`config.mk`:
```
export PLATFORM = sky130hd
export DESIGN_NAME = tokenflow_seq_src
export DESIGN_NICKNAME = d
export VERILOG_FILES = /design/src/rtl/tokenflow_seq_src.sv
export SDC_FILE = /design/constraint.sdc
export NUM_CORES = 1
export LEC_CHECK = 0
export BUFFER_PORTS_ARGS = -buffer_cell sky130_fd_sc_hd__buf_4
export CAP_MARGIN = 20
export CORE_AREA = 3 3 200 104
export CTS_BUF_LIST = sky130_fd_sc_hd__clkbuf_8
export CTS_CLUSTER_DIAMETER = 60
export DETAILED_ROUTE_END_ITERATION = 6
export DIE_AREA = 0 0 203 107
export HOLD_SLACK_MARGIN = 0.12
export PLACE_DENSITY = 0.48
export SLEW_MARGIN = 10
export SYNTH_ARGS = -nofsm -noshare
export SYNTH_HDL_FRONTEND = slang
export SYNTH_SLANG_ARGS = --single-unit
```
`constraint.sdc`:
```
create_clock -name clk -period 3.9 [get_ports clk]
set_clock_uncertainty 0.1 [all_clocks]
set_input_delay 0.975 -clock clk [delete_from_list [all_inputs] [get_ports clk]]
set_output_delay 0.975 -clock clk [all_outputs]
set_load 0.05 [all_outputs]
```
`src/rtl/tokenflow_seq_src.sv`:
```
// Adder-only sequence generator feeding a DEPTH-entry FIFO, drained over a 4-phase req/ack channel.
// Optional handshake counter on port xfer_count when TOKENFLOW_STATS_EN is defined.
module tokenflow_seq_src #(
  parameter int W           = 16,
  parameter int DEPTH       = 4,
  parameter int SYNC_STAGES = 2
) (
  input  logic         clk,
  input  logic         reset,
  input  logic         en,
  input  logic [1:0]   mode,
  output logic         out_req,
  output logic [W-1:0] out_data,
  input  logic         out_ack,
  output logic         wrapped
`ifdef TOKENFLOW_STATS_EN
  ,
  output logic [31:0]  xfer_count
`endif
);

  localparam int AW = (DEPTH > 1) ? $clog2(DEPTH) : 1;

  // state | meaning
  // IDLE  | no request outstanding; load head when FIFO non-empty
  // REQ   | out_req high, waiting for synchronised ack
  // RTZ   | head popped, out_req low, waiting for ack to return to zero
  typedef enum logic [1:0] {IDLE, REQ, RTZ} state_t;

  state_t state, state_nxt;

  logic [1:0]             mode_q;
  logic [W-1:0]           acc, step;
  logic [W:0]             sum;
  logic [W-1:0]           mem [DEPTH];
  logic [AW-1:0]          wr_ptr, rd_ptr;
  logic [AW:0]            count;
  logic                   full, empty, push, pop, load;
  logic [SYNC_STAGES-1:0] ack_sync;
  logic                   ack_s;

  assign full  = (count == (AW+1)'(DEPTH));
  assign empty = (count == '0);
  assign push  = en & ~full;
  assign sum   = {1'b0, acc} + {1'b0, step};
  assign ack_s = ack_sync[SYNC_STAGES-1];

  // mode is only honoured while reset is held, so the step seed comes from the live input.
  always_ff @(posedge clk) begin
    if (reset) begin
      mode_q  <= mode;
      acc     <= '0;
      step    <= (mode == 2'b00) ? W'(2) : W'(1);
      wrapped <= 1'b0;
    end else begin
      wrapped <= push & sum[W];
      if (push) begin
        acc <= sum[W-1:0];
        case (mode_q)
          2'b00:   step <= step + W'(2);
          2'b10:   step <= step + W'(2);
          2'b11:   step <= step + W'(1);
          default: step <= step;
        endcase
      end
    end
  end

  always_ff @(posedge clk) begin
    if (push) mem[wr_ptr] <= acc;
  end

  always_ff @(posedge clk) begin
    if (reset) begin
      wr_ptr <= '0;
      rd_ptr <= '0;
      count  <= '0;
    end else begin
      if (push) wr_ptr <= wr_ptr + 1'b1;
      if (pop)  rd_ptr <= rd_ptr + 1'b1;
      case ({push, pop})
        2'b10:   count <= count + 1'b1;
        2'b01:   count <= count - 1'b1;
        default: count <= count;
      endcase
    end
  end

  always_ff @(posedge clk) begin
    if (reset) ack_sync <= '0;
    else       ack_sync <= {ack_sync[SYNC_STAGES-2:0], out_ack};
  end

  always_comb begin
    state_nxt = state;
    pop       = 1'b0;
    load      = 1'b0;
    case (state)
      IDLE: if (!empty) begin
        load      = 1'b1;
        state_nxt = REQ;
      end
      REQ: if (ack_s) begin
        pop       = 1'b1;
        state_nxt = RTZ;
      end
      RTZ: if (!ack_s) state_nxt = IDLE;
      default: state_nxt = IDLE;
    endcase
  end

  // out_req is its own flop so the asynchronous sink never sees a decode glitch.
  always_ff @(posedge clk) begin
    if (reset) begin
      state    <= IDLE;
      out_req  <= 1'b0;
      out_data <= '0;
    end else begin
      state   <= state_nxt;
      out_req <= (state_nxt == REQ);
      if (load) out_data <= mem[rd_ptr];
    end
  end

`ifdef TOKENFLOW_STATS_EN
  always_ff @(posedge clk) begin
    if (reset)                      xfer_count <= '0;
    else if (state == REQ && ack_s) xfer_count <= xfer_count + 32'd1;
  end
`endif

endmodule
```
### Yosys cells after proc, flatten, opt, wreduce, memory -nomap -nowiden

Memory sizes are Yosys's and may differ from the RTL's. A register that Yosys moved wholly into a read port is not among the register bits.
Index checks and enable logic that the tools add are counted.

| cells by class | value |
|---|---|
| magnitude comparators | 0 |
| multiply operators | 0 |
| reductions and logical operators | 9 |
| bitwise gates (word level) | 3 |
| shift-type cells | 0 |
| eq/ne operators | 8 |
| div/mod/pow operators | 0 |
| add/subtract/negate cells | 7 |
| muxes and demuxes | 15 |

Operators by type and width:

| kind | count |
|---|---|
| $mux 16 | 2 |
| $pmux 16 s2 | 1 |
| $add 16x16->17 | 1 |
| $add 16x1->16 const B | 1 |
| $add 16x2->16 const B | 1 |
| $eq 2x2->1 const B | 4 |
| $mux 2 | 4 |
| $eq 2x1->1 const B | 3 |
| $logic_not 2->1 | 3 |
| $mux 1 | 6 |
| $pmux 2 s3 | 1 |
| $pmux 3 s2 | 1 |
| $add 2x1->2 const B | 2 |
| $reduce_bool 2->1 | 2 |
| $add 3x1->3 const B | 1 |
| $eq 3x3->1 const B | 1 |
| $logic_not 3->1 | 1 |
| $reduce_bool 3->1 | 1 |
| $sub 3x1->3 const B | 1 |
| $and 1x1->1 | 2 |
| $reduce_and 2->1 | 1 |
| $reduce_or 2->1 | 1 |
| $not 1->1 | 1 |

| word-level totals | value |
|---|---|
| bits in latches | 0 |
| output and inout port bits | 18 |
| input port bits | 6 |
| memory bits (read-only) | 0 |
| memories | 1 |
| bits in registers | 47 |
| word-level logic and storage cells | 53 |
| bits in writable memories | 64 |

Memories:

| name | depth | width | read ports | clocked after memory_dff | write ports | RTL line | text |
|---|---|---|---|---|---|---|---|
| mem | 4 | 16 | 1 | 1 | 1 | 35 | `logic [W-1:0] mem [DEPTH];` |

### Logic depth before layout (Yosys ltp)

| depth | value |
|---|---|
| depth in word-level cells | 5 |
| gate-level depth with buffers | 10 |
| depth with buffers taken out | 9 |

### Worst setup path after synthesis

No wires, ideal clock.

| timing path | value |
|---|---|
| path kind | input-to-reg |
| from | in en |
| to | reg step[10] (enable) |
| path slack | 875 ps |
| data arrival time | 2,518 ps |
| path buffers | 1 |
| stages on the path | 4 |
| library setup time | 408 ps |
| cell sequence | o31a_2 inv_2 buf_2 o21ai_0 |

| between the ends | value |
|---|---|
| longest elaborated chain between the ends | 3 |

Ends and longest elaborated chain:

| what | RTL line | text |
|---|---|---|
| from (decl) | 10 | `input logic en,` |
| $and 1x1->1 | 44 | `assign push = en & ~full;` |
| $reduce_bool 2->1 (no source line) | - |  |
| $reduce_and 2->1 (no source line) | - |  |
| to (signal assigned) | 53 | `step <= (mode == 2'b00) ? W'(2) : W'(1);` |
| to (signal assigned) | 60 | `2'b00: step <= step + W'(2);` |
| to (signal assigned) | 61 | `2'b10: step <= step + W'(2);` |
| to (decl) | 33 | `logic [W-1:0] acc, step;` |

Every way passes these cells.
A chain may end at the register's enable or synchronous reset.

### Final worst setup path

| timing path | value |
|---|---|
| from | reg step[0] |
| to | reg acc[10] |

| between the ends | value |
|---|---|
| longest elaborated chain between the ends | 1 |

Ends and longest elaborated chain:

| what | RTL line | text |
|---|---|---|
| $add 16x16->17 | 45 | `assign sum = {1'b0, acc} + {1'b0, step};` |
| to (signal assigned) | 58 | `acc <= sum[W-1:0];` |
| to (decl) | 33 |  |

Every way passes these cells.

==> summary.md <==
| Metric | Value |
|---|---|
| CP Buf/Inv Count | 0 |
| Sw frac | 0.302 |
| Main synth FF type | edfxtp_1 |
| Critical Path, Cell by Cell | ha_1 > fa_1 > a21o_2 > a311oi_2 > o211ai_2 > a21o_1 > a32o_1 |
| Skew-Pair Late Insertion Delay | 430 ps |
| Final hold slack | 355 ps |
| Req. time, crit path | 4130 ps |
| Final #Nets | 531 |
| Leak Pwr | between 2 and 2.5 nW |
| Final core utilization | 0.342 |
| Core area | 19200 um^2 |
| Reg clk slew, reported paths | 80 ps |
| Initial antenna violation count | 0 |
| Slew headroom | 0.419 |
| # fillers | 1921 |
| Routed WL per cell | 15.2 um |
| Unrepaired setup endpoints after global routing | false |
| Die height | 107 um |
| Hold Crit Class | reg -> reg |
| Yosys warning total | 0 |
| Avg Cell Area, Syn | ~12 um^2 |
| WHS Path Cells | 2 |
| First-pass GRT wire length | roughly 19000 um |
| Count of final hold-check violations | 0 |
| CTS buffer count | 17 |
| CTS tree | yes |
| Post-DP HPWL | 8010 um |
| Slew Limit Fails | 0 |
| Pre-antenna DRT Iters | 4 |
| Initial DRC Count | 192 |
| Final Power | 3.32 mW |
| Post-route minimum period | 2510 ps |
| Clock power share | 0.327 |
| Top Usage Layer GRT | met2 |
| Die width | 203 um |
| CTS Hold Buffers Added | 0 |
| Final ANT Viol Nets | 0 |
| Critical path arrival | 2740 ps |
| Startpoint types | flop |
| Register area share after synthesis | 0.584 |
| Mapped Area | 5750 um^2 |
| Flop pwr share | 0.504 |
| Power Density | 505 nW/um^2 |
| Post-CTS setup repair buffer count | 0 |
| EDFF count, synth | 82 |
| Via count | 3560 |
| Crit-path slowest cell | edfxtp_1 |
| Met3 usage | 0.0340 |
| Worst slack, placed | 1120 ps |
| Post-synthesis register bit count | 127 |
| Detailed-route DRC error count | 0 |
| Final Worst Setup Slack | 1390 ps |
| Critical path class | reg -> reg |
| Crit path depth | 7 |
| Final Wtd Congestion | 0.785 |
| Port bufs | 23 |
| Grt met2 use | 0.182 |
| Fin crit share | 0.644 |
| Area post-placement | about 6200 um^2 |
| Post-Route WL | 11900 um |
| Commonest cells after routing, fill and taps aside | edfxtp_1, nand2_1, dfxtp_1 |
| GR Overflow Total | 0 |
| Share of cells above drive strength 1 | 0.173 |
| Clk sinks | 127 |
| Number of global-route vias before repair | 3577 |
| Logic pwr share | 0.169 |
| Mapped Nets | approximately 500 |
| Slew @ Worst Pin | 871 ps |
| FMAX | about 400 MHz |
| CP max FO | 4 |
| # setup viols final | 0 |
| Slowest stage delay, CP | 440 ps |
| GR Layer Usage met1 | 0.159 |
| Net Switching | 1.00 mW |
| Dpl cells | 747 |
| Synth cell types | 55 |
| CP endpoint kind | flop |
| Fin Setup TNS | 0 ps |
| Die area | 21700 um^2 |
| Final instance area | 6580 um^2 |
| Non-Filler Instances | 779 |
| CTS root buf | clkbuf_8 |
| CTS resizes | 0 |
| Delay-heaviest family, CP | compound AO/OA/AOI/OAI gates |
| Worst VDD drop | 0.180 mV |
| Status | complete, no violations |
| Max Buffers Root-to-Sink | 2 |
| Mapped Cells | about 470 |
| Internal | 2.32 mW |
| N_diodes | 0 |
| IO Pins | 24 |
| GRT Overall Usage | 0.116 |
| Core Rows | 36 |
| Initial Util | 0.299 |
| Largest net degree at the start of global routing | 38 |
| FF-to-FF path depth | 7 |
| Most common cell after layout, fill and taps aside | edfxtp_1 |
| Post-synth ARST share | 0 |
| H-tree lvl count | 4 |
| DR vias/cell | 4.57 |
| Area Growth Syn to Fin | 14.3% |
| Max-Cap Viols | 0 |
registers in the layout, summed over array words and instances (netlist names):
signal / cells
acc: 16
ack_sync: 2
count: 3
mem: 64
mode_q: 2
out_data: 16
out_req: 1
rd_ptr: 2
state: 2
step: 16
wr_ptr: 2
wrapped: 1
per-layer routing:
metal  routed length [um]  vias up
met2                 5160       49
met5                    0        -
met4                  106        0
li1                     -     1804
met1                 6120     1699
met3                  468        8
final cells by class:
| type | count | area, um^2 | share of cell area |
|---|---|---|---|
| sequential | 127 | 3360 | 0.511 |
| multi-input combinational | 314 | 2250 | 0.342 |
| tap | 266 | 333 | 0.0506 |
| clock buffer | 19 | 262 | 0.0398 |
| timing repair buffer | 29 | 218 | 0.0331 |
| clock inverter | 13 | 113 | 0.0171 |
| inverter | 11 | 41.3 | 0.00628 |
cell families after synthesis:
kind of cell	share of synthesized area
flip-flops	0.584
AO/OA/AOI/OAI	0.115
XOR/XNOR	0.0335
adder cells (fa/ha/maj)	0.0570
buffers and inverters	0.0248
multiplexers	0.0644
AND/OR/NAND/NOR	0.121
worst min-delay path: cells and delay by family, from the launching register on:
| kind | cells | cell delay [ps] |
|---|---|---|
| DFF | 1 | 310 |
| and+or+nand+nor | 1 | 50 |
| AOI/OAI and AO/OA | 1 | 50 |
path summary, 6_finish.rpt:
| kind | from | to | slack [ps] |
|---|---|---|---|
| max | step[0]$_DFFE_PP_ | acc[10]$_SDFFE_PP0P_ | 1390 |
| min | out_data[6]$_SDFFE_PP0P_ | out_data[6]$_SDFFE_PP0P_ | 360 |
| max reg2reg | step[0]$_DFFE_PP_ | acc[10]$_SDFFE_PP0P_ | 1390 |
| min reg2reg | out_data[6]$_SDFFE_PP0P_ | out_data[6]$_SDFFE_PP0P_ | 360 |
synthesized netlist by cell type, types with 2 or more instances:
master    instances  share of area
a21o_1            7         0.0091
a21oi_1          41          0.036
nand2b_1          2         0.0022
and2_1            9         0.0098
ha_1             23          0.050
mux4_2           16          0.063
a32o_1            3         0.0052
o21ai_1           3         0.0026
o211ai_1          5         0.0065
or2_2             2         0.0022
inv_1            10         0.0065
nor2b_1           4         0.0043
a31o_2            2         0.0030
or3_1             7         0.0076
nand2_1          60          0.039
edfxtp_1         82           0.43
xnor2_1          11          0.017
o21ai_0          17          0.015
dfxtp_1          45           0.16
nor3_2            2         0.0035
buf_2             7         0.0061
a211oi_1          2         0.0026
fa_1              2         0.0070
o21a_1            3         0.0039
o31ai_1           3         0.0039
nor2_1           24          0.016
nand3_1          14          0.012
nand4_1           4         0.0043
xor2_1           11          0.017
and3_1            6         0.0065
nor3_1           10         0.0087
a31oi_1           3         0.0033
clkbuf_1          8         0.0052
a21boi_0          2         0.0026
power by group through the flow:
| stage | Sequential [mW] | Combinational, mW | Clock (mW) |
|---|---|---|---|
| after floorplan | 1.74 | 0.355 | 0 |
| final | 1.67 | 0.562 | 1.09 |
| after CTS | 1.67 | 0.570 | 1.12 |
| after detailed placement | 1.70 | 0.568 | 0 |
| after global routing | 1.69 | 0.624 | 1.18 |
| after global placement | 1.70 | 0.570 | 0 |
Power figures use the tool's default switching activity.
